`src/rtl/uart_rx.sv`:
```
// Oversampling UART receiver: start, DATA_WIDTH data bits (LSB first), optional parity, one stop.
// Define UART_RX_MAJORITY_SAMPLE_EN for 2-of-3 majority sampling around the bit centre.
module uart_rx #(
  parameter int unsigned DATA_WIDTH = 8
) (
  input  logic                  CLK,
  input  logic                  RST,
  input  logic                  RX_IN,
  input  logic [5:0]            prescale,
  input  logic                  PAR_EN,
  input  logic                  PAR_TYP,
  output logic [DATA_WIDTH-1:0] P_DATA,
  output logic                  data_valid,
  output logic                  PARITY_ERROR,
  output logic                  FRAME_ERROR
);

  localparam int unsigned BitCntW = (DATA_WIDTH > 1) ? $clog2(DATA_WIDTH) : 1;
  localparam logic [BitCntW-1:0] LastBit = BitCntW'(DATA_WIDTH - 1);

  typedef enum logic [2:0] {StIdle, StStart, StData, StParity, StStop} state_e;

  state_e                  state_q, state_d;
  logic [5:0]              edge_q, edge_d;
  logic [BitCntW-1:0]      bit_q, bit_d;
  logic [DATA_WIDTH-1:0]   shift_q, shift_d;
  logic [5:0]              ps_q, ps_d;
  logic                    par_en_q, par_en_d;
  logic                    par_typ_q, par_typ_d;
  logic [DATA_WIDTH-1:0]   p_data_q, p_data_d;
  logic                    valid_q, valid_d;
  logic                    par_err_q, par_err_d;
  logic                    frm_err_q, frm_err_d;

  logic [5:0] half;
  logic       at_sample;
  logic       at_last;
  logic       bit_val;
  logic       start_frame;
  logic       frame_ok;

  assign half    = ps_q >> 1;
  assign at_last = (edge_q == ps_q - 6'd1);

`ifdef UART_RX_MAJORITY_SAMPLE_EN
  // hist_q[1] holds RX_IN at edge half-1, hist_q[0] at edge half when resolving at half+1.
  logic [1:0] hist_q, hist_d;

  assign hist_d    = {hist_q[0], RX_IN};
  assign at_sample = (edge_q == half + 6'd1);
  assign bit_val   = (hist_q[1] & hist_q[0]) | (hist_q[1] & RX_IN) | (hist_q[0] & RX_IN);

  always_ff @(posedge CLK or negedge RST) begin
    if (!RST) begin
      hist_q <= 2'b11;
    end else begin
      hist_q <= hist_d;
    end
  end
`else
  assign at_sample = (edge_q == half);
  assign bit_val   = RX_IN;
`endif

  always_comb begin
    state_d     = state_q;
    edge_d      = edge_q + 6'd1;
    bit_d       = bit_q;
    shift_d     = shift_q;
    ps_d        = ps_q;
    par_en_d    = par_en_q;
    par_typ_d   = par_typ_q;
    p_data_d    = p_data_q;
    valid_d     = 1'b0;
    par_err_d   = par_err_q;
    frm_err_d   = frm_err_q;
    start_frame = 1'b0;
    frame_ok    = 1'b0;

    unique case (state_q)
      StIdle: begin
        edge_d = 6'd0;
        bit_d  = '0;
        if (!RX_IN) begin
          start_frame = 1'b1;
        end
      end
      StStart: begin
        if (at_sample && bit_val) begin
          // High at the centre of the start bit: a glitch, not a frame.
          state_d = StIdle;
          edge_d  = 6'd0;
        end else if (at_last) begin
          state_d = StData;
          edge_d  = 6'd0;
        end
      end
      StData: begin
        if (at_sample) begin
          shift_d[bit_q] = bit_val;
        end
        if (at_last) begin
          edge_d = 6'd0;
          if (bit_q == LastBit) begin
            bit_d   = '0;
            state_d = par_en_q ? StParity : StStop;
          end else begin
            bit_d = bit_q + 1'b1;
          end
        end
      end
      StParity: begin
        if (at_sample && (bit_val != ((^shift_q) ^ par_typ_q))) begin
          par_err_d = 1'b1;
        end
        if (at_last) begin
          edge_d  = 6'd0;
          state_d = StStop;
        end
      end
      StStop: begin
        if (at_sample && !bit_val) begin
          frm_err_d = 1'b1;
        end
        if (at_last) begin
          edge_d   = 6'd0;
          frame_ok = !par_err_d && !frm_err_d;
          if (frame_ok) begin
            p_data_d = shift_q;
            valid_d  = 1'b1;
          end
          // Line already low at the boundary: next start bit is underway.
          if (!RX_IN) begin
            start_frame = 1'b1;
          end else begin
            state_d = StIdle;
          end
        end
      end
      default: begin
        state_d = StIdle;
        edge_d  = 6'd0;
      end
    endcase

    if (start_frame) begin
      state_d   = StStart;
      edge_d    = 6'd0;
      bit_d     = '0;
      ps_d      = prescale;
      par_en_d  = PAR_EN;
      par_typ_d = PAR_TYP;
      par_err_d = 1'b0;
      frm_err_d = 1'b0;
    end
  end

  always_ff @(posedge CLK or negedge RST) begin
    if (!RST) begin
      state_q   <= StIdle;
      edge_q    <= 6'd0;
      bit_q     <= '0;
      shift_q   <= '0;
      ps_q      <= 6'd0;
      par_en_q  <= 1'b0;
      par_typ_q <= 1'b0;
      p_data_q  <= '0;
      valid_q   <= 1'b0;
      par_err_q <= 1'b0;
      frm_err_q <= 1'b0;
    end else begin
      state_q   <= state_d;
      edge_q    <= edge_d;
      bit_q     <= bit_d;
      shift_q   <= shift_d;
      ps_q      <= ps_d;
      par_en_q  <= par_en_d;
      par_typ_q <= par_typ_d;
      p_data_q  <= p_data_d;
      valid_q   <= valid_d;
      par_err_q <= par_err_d;
      frm_err_q <= frm_err_d;
    end
  end

  assign P_DATA       = p_data_q;
  assign data_valid   = valid_q;
  assign PARITY_ERROR = par_err_q;
  assign FRAME_ERROR  = frm_err_q;

endmodule

```
`config.mk`:
```
export PLATFORM = sky130hd
export DESIGN_NAME = uart_rx
export DESIGN_NICKNAME = d
export VERILOG_FILES = /design/src/rtl/uart_rx.sv
export SDC_FILE = /design/constraint.sdc
export NUM_CORES = 1
export LEC_CHECK = 0
export ABC_AREA = 1
export CORE_ASPECT_RATIO = 0.7
export CORE_MARGIN = 2
export CORE_UTILIZATION = 55
export DETAILED_ROUTE_END_ITERATION = 16
export DONT_BUFFER_PORTS = 1
export MAX_ROUTING_LAYER = met4
export PLACE_DENSITY = 0.68
export SYNTH_ARGS = -nofsm -noshare
export SYNTH_HDL_FRONTEND = slang
export SYNTH_SLANG_ARGS = --single-unit
```
`constraint.sdc`:
```
create_clock -name CLK -period 2 [get_ports CLK]
set_input_delay 0.2 -clock CLK [delete_from_list [all_inputs] [get_ports CLK]]
set_output_delay 0.2 -clock CLK [all_outputs]
set_load 0.05 [all_outputs]
```
==> impl_metrics.csv, run 1 <==
group,metric,value,unit
power_and_ir_drop,pwr-share-seq,38.8,%
placed_design,preCtsSetupSlack,0.143,ns
critical_path,critical_path_required,2.22,ns
layout,syn2layout_area_growth,16.1,%
layout,multi_input_area,1100,µm²
critical_path,critical_path.slowest_cell,"dfrtp_1",
sta,worst_slew_pin_slew,0.488,ns
hold_path,worstHoldPathType,"primary input to flip-flop",
layout,fin_util,66.3,%
synthesis,syn_inst,314,
floorplanning,fp-row-count,19,
power_and_ir_drop,p_switching,1.73,mW
layout,drive_above_1_share,11.4,%
sta,rsz0062_at_grt,"yes",
cts,cts_root_buf,"clkbuf_8",
cts,cts_tree,"yes",
routing,vias_per_cell,5.15,
cts,path_clk_slew,0.07,ns
floorplanning,die_h,57.2,µm
routing,drc,0,
cts,cts_max_path_buffers,2,
layout,nNetsFinal,346,
sta,slew_headroom,67.5,%
sta,clock.fmax,506,MHz
run,maxCapViolations,0,
sta,tns,0,ns
power_and_ir_drop,comb_power_share,41.3,%
power_and_ir_drop,powerDensity,1500,nW/µm²
critical_path,worst-path-buf-inv,2,
routing,ant_nets,0,
routing,wl_per_cell,12.6,µm
power_and_ir_drop,total_power,3.88,mW
routing,drt-total-wl,4850,µm
critical_path,crit_path_cell_trace,"inv_2, ha_4, xnor2_2, nor2_1, nand2_1, nor2_1, nand3_2, a21oi_4, clkbuf_16, nand2_2, o21ai_1",
cts,htreeDepth,2,
critical_path,worstPathArrival,2.20,ns
synthesis,synth-seq-area-share,43.8,%
layout,insertedDiodeCount,0,
synthesis,synth_area_leaders,"dfrtp_1, nand2_1, inv_1",
power_and_ir_drop,internal_power,2.14,mW
floorplanning,initial_core_util,57.1,%
power_and_ir_drop,p_leak,1.41,nW
sta,finalSetupViolations,0,
global_routing,grt_antenna_before_repair,0,
cts,cts.sinks,39,
critical_path,slowest_delay,0.41,ns
synthesis,yosys_warnings,0,
routing,drtIter0Drc,135,
power_and_ir_drop,power_frac_clock,19.9,%
critical_path,crit_top_cell,"nor2_1",
sta,final_hold_viol_count,0,
critical_path,crit_type,"flip-flop to flip-flop",
sta,finalWorstPathRequiredPeriod,1.98,ns
status,outcome,"finished, final reports clean",
critical_path,cp-start-kind,"flip-flop",
power_and_ir_drop,switching_share,44.7,%
sta,fin_ws,0.0223,ns
layout,finalInstanceArea,2590,µm²
critical_path,cp_max_fo,6,
synthesis,synth_area_per_cell,7.09,µm²
sta,slew_viol_final,0,
floorplanning,num_io_pins,22,
placed_design,io_buffers,0,
floorplanning,coreArea,3900,µm²
global_routing,grt_pass1_vias,1800,
sta,fin_skew,0.00240,ns
global_routing,grt.total_usage,23.9,%
routing,via_count,1978,
global_routing,gr-total-overflow,0,
placed_design,globalplace.congestion,0.844,
cts,clk_latency,0.29,ns
floorplanning,die_area,4580,µm²
placed_design,dp_hpwl,3410,µm
cts,numCtsBuffers,5,
global_routing,grt_pass1_wl,8220,µm
power_and_ir_drop,peakVddDrop,0.887,mV
layout,regArea,976,µm²
global_routing,grt_max_degree,40,
routing,dr.pass1.iters,5,
synthesis,syn_area,2230,µm²
synthesis,synth_top_area_share,43.8,%
critical_path,critPathTopFamily,"simple AND/OR/NAND/NOR gates",
synthesis,synth_cell_types,24,
synthesis,ys_ff_latch,39,
placed_design,postPlaceCellArea,2340,µm²
floorplanning,die_w,80.1,µm
synthesis,synth_nets,329,
synthesis,yosys.area.top_type,"dfrtp_1",
critical_path,cp-end-kind,"flip-flop",
layout,fillers,346,
sta,period_share,98.9,%
## per-layer routing
layer  vias to the layer above  wire [µm]  GRT usage (%)
li1                       1016          -              -
met1                       884       2440           35.0
met2                        70       1980           33.3
met3                         8        371           5.38
met4                         0         48           6.54
met5                         -          0              -
## final timing paths
path,to,start,slack (ns),depth (start not counted)
max,ps_q[3],ps_q[1],0.02,11
min,ps_q[5],prescale[5],0.03,2
max reg2reg,ps_q[3],ps_q[1],0.02,11
min reg2reg,shift_q[0],shift_q[0],0.53,2
max in group asynchronous,P_DATA[1],RST,1.43,2
min in group asynchronous,shift_q[0],RST,0.39,2
## through the flow
step / std cells / hold WS, ns
floorplan: 314 / -0.0956
global placement: 371 / -0.0950
detailed placement: 371 / -0.0950
CTS: 381 / 0.0292
global route: 384 / 0.0260
finish: 384 / 0.0252
## power groups by stage
stage / clock [mW] / sequential, mW / combinational, mW
2_1_floorplan: 0 / 1.46 / 1.05
3_3_place_gp: 0 / 1.51 / 1.35
3_5_place_dp: 0 / 1.51 / 1.36
4_1_cts: 0.788 / 1.50 / 1.39
5_1_grt: 0.822 / 1.54 / 1.82
6_report: 0.772 / 1.50 / 1.60
## cells by family after synthesis
kind of cell | Yosys count | synth area share (%)
simple gates | 188 | 35.5
buf+inv | 46 | 8.48
flops | 39 | 43.8
compound gates | 31 | 7.64
xor+xnor | 6 | 2.36
fa+ha+maj | 4 | 2.25
## worst register-to-register path: cells and delay by family (launching register included)
family | cells | cell delay, ns
buffers and inverters | 2 | 0.29
adder cells (fa/ha/maj) | 1 | 0.20
XOR/XNOR | 1 | 0.13
AO/OA/AOI/OAI | 2 | 0.34
flip-flops | 1 | 0.41
AND/OR/NAND/NOR | 5 | 0.56
## final cells by class
cell class / instances / area share, %
multi-input combinational: 229 / 42.7
sequential: 39 / 37.7
inverter: 43 / 6.24
timing repair buffer: 13 / 5.66
clock buffer: 6 / 2.81
tap: 52 / 2.52
clock inverter: 2 / 2.32
## layout by cell type (no fill, tap or decap), types with 4 or more instances in the layout
master,instances
buf_4,8
clkbuf_8,5
dfrtp_1,39
inv_1,41
nand2_1,113
nand2_2,6
nand3_1,25
nor2_1,30
o21ai_0,16
o21ai_1,8
xor2_1,4
## cells in the mapped netlist
cell type  count
o221ai_1       1
o21ai_0       24
nor2_2         1
dfrtp_1       39
o21ai_1        2
nand4_1        3
inv_1         43
nand4_2        1
a21oi_4        1
nand2_1      119
a21oi_1        3
nor2_1        30
xor2_1         4
ha_1           4
nand3_1       25
nor3_1         3
buf_6          2
xnor2_1        2
or2_2          1
nand3b_1       1
buf_2          1
nand3_2        2
nor2_4         1
nor3b_1        1
## repair_timing
item | CTS | global route
setup buffers | 0 | 3
gates resized for setup | 0 | 22
hold buffers | 2 | 0
endpoints found under the setup margin | 0 | 22
endpoints found under the hold margin | 39 | 0
## state kept, by name (all words and copies together) (netlist names)
register / count
P_DATA: 8
shift_q: 8
edge_q: 6
ps_q: 6
bit_q: 3
state_q: 3
FRAME_ERROR: 1
PARITY_ERROR: 1
data_valid: 1
par_en_q: 1
par_typ_q: 1
(Power assumes the default switching activity.)
==> run 2, diff against run 1 <==
==> constraint.sdc (replaced) <==
create_clock -name CLK -period 2.3 [get_ports CLK]
set_input_delay 0.23 -clock CLK [delete_from_list [all_inputs] [get_ports CLK]]
set_output_delay 0.23 -clock CLK [all_outputs]
set_load 0.05 [all_outputs]
==> impl_metrics.csv, run 2 (synthesis gave the netlist of run 1 again) <==
group,metric,value,unit
sta,final_hold_viol_count,0,
critical_path,cp-start-kind,"flip-flop",
cts,path_clk_slew,0.08,ns
critical_path,cp_max_fo,17,
routing,drtIter0Drc,121,
status,outcome,"finished, final reports clean",
global_routing,grt_antenna_before_repair,0,
routing,via_count,1891,
run,maxCapViolations,0,
routing,vias_per_cell,5.03,
critical_path,crit_type,"flip-flop to flip-flop",
sta,rsz0062_at_grt,"no",
power_and_ir_drop,peakVddDrop,0.632,mV
placed_design,globalplace.congestion,0.866,
critical_path,r2r-start,"ps_q[0]",
floorplanning,fp-row-count,19,
cts,cts.sinks,39,
sta,period_share,88.3,%
cts,cts_tree,"yes",
critical_path,timing.rr.end,"P_DATA[5]",
global_routing,gr-total-overflow,0,
floorplanning,die_h,57.2,µm
routing,dr.pass1.iters,4,
sta,finalWorstPathRequiredPeriod,2.03,ns
floorplanning,coreArea,3900,µm²
global_routing,grt_pass1_wl,7720,µm
global_routing,grt_pass1_vias,1659,
routing,wl_per_cell,12.2,µm
cts,post-cts-setup-buffer-count,0,
critical_path,reg2regPathDepth,11,
power_and_ir_drop,total_power,2.92,mW
hold_path,whs_endpoint,"ps_q[1]",
sta,slew_viol_final,0,
layout,final_common_cell,"nand2_1",
layout,syn2layout_area_growth,8.09,%
critical_path,reg2reg_slack,0.27,ns
floorplanning,die_area,4580,µm²
sta,slew_headroom,65.1,%
cts,cts_root_buf,"clkbuf_8",
cts,cts_max_path_buffers,2,
hold_path,worstHoldPathType,"primary input to flip-flop",
routing,drt-total-wl,4570,µm
layout,nNetsFinal,338,
floorplanning,die_w,80.1,µm
power_and_ir_drop,p_leak,1.32,nW
hold_path,min_from,"prescale[1]",
floorplanning,initial_core_util,57.1,%
global_routing,grt.total_usage,23.2,%
critical_path,cp-end-kind,"flip-flop",
sta,worst_slew_pin_slew,0.523,ns
sta,tns,0,ns
hold_path,hold_depth,2,
layout,fin_util,61.7,%
placed_design,dp_hpwl,3310,µm
routing,drc,0,
cts,clk_latency,0.30,ns
floorplanning,num_io_pins,22,
sta,fin_skew,0.00682,ns
layout,drive_above_1_share,5.25,%
critical_path,critical_path_required,2.48,ns
routing,ant_nets,0,
cts,htreeDepth,2,
layout,insertedDiodeCount,0,
placed_design,io_buffers,0,
global_routing,grt_max_degree,40,
power_and_ir_drop,powerDensity,1210,nW/µm²
sta,finalSetupViolations,0,
sta,clock.fmax,492,MHz
layout,final_cell_mix,"nand2_1, inv_1, dfrtp_1",
cts,numCtsBuffers,5,
critical_path,worstPathArrival,2.21,ns
-- run 2: routing by layer --
metal	GRT usage, %	routed length [µm]
met1	35.3	2550
met2	28.8	1700
met3	5.38	268
met4	10.4	55
met5	-	0
-- run 2: critical path, cell delays in order, from the launching register on --
cell     delay, ns
dfrtp_1       0.38
inv_1         0.15
ha_1          0.24
inv_1         0.06
nand2_1       0.08
nand3_1       0.07
nand2_1       0.07
nand2_1       0.06
nor3_1        0.32
nand4_4       0.27
nand2_1       0.13
o21ai_0       0.08
-- run 2: worst max-delay path by stage --
stage | from | end | slack [ns] | cells after the start
2_1_floorplan | ps_q[0] | P_DATA[6] | 0.49 | 10
3_3_place_gp | ps_q[0] | P_DATA[7] | 0.30 | 9
3_5_place_dp | ps_q[0] | P_DATA[5] | 0.24 | 11
4_1_cts | ps_q[0] | P_DATA[5] | 0.22 | 11
5_1_grt | ps_q[0] | P_DATA[5] | 0.008 | 11
6_report | ps_q[0] | P_DATA[5] | 0.27 | 11
-- run 2: power by group --
group	internal (mW)	switching, mW	total (mW)
clock	0.213	0.234	0.447
combinational	0.396	0.747	1.14
sequential	0.880	0.451	1.33
total	1.49	1.43	2.92
-- run 2: final cells by class --
| type | count | area, µm² |
|---|---|---|
| multi-input cells | 229 | 1070 |
| clock buffers | 7 | 76.3 |
| flip-flops and latches | 39 | 976 |
| fillers | 365 | 1490 |
| clock inverters | 1 | 5.00 |
| well taps | 52 | 65.1 |
| inverters | 43 | 161 |
| repair buffers | 5 | 52.6 |
-- run 2: what timing repair did --
| item | in CTS | in global routing |
|---|---|---|
| endpoints found under the setup margin | 0 | 3 |
| hold endpoints to repair | 39 | 0 |
| hold buffers | 2 | 0 |
| gates resized for setup | 0 | 1 |
-- run 2: through the flow --
step / hold WS (ns) / worst slack (ns) / cells / area (µm²)
after floorplan: -0.0656 / 0.491 / 314 / 2230
after global placement: -0.0648 / 0.301 / 366 / 2290
final: 0.0558 / 0.269 / 376 / 2410
after CTS: 0.0495 / 0.216 / 376 / 2400
after detailed placement: -0.0648 / 0.242 / 366 / 2290
after global routing: 0.0568 / 0.00765 / 376 / 2410
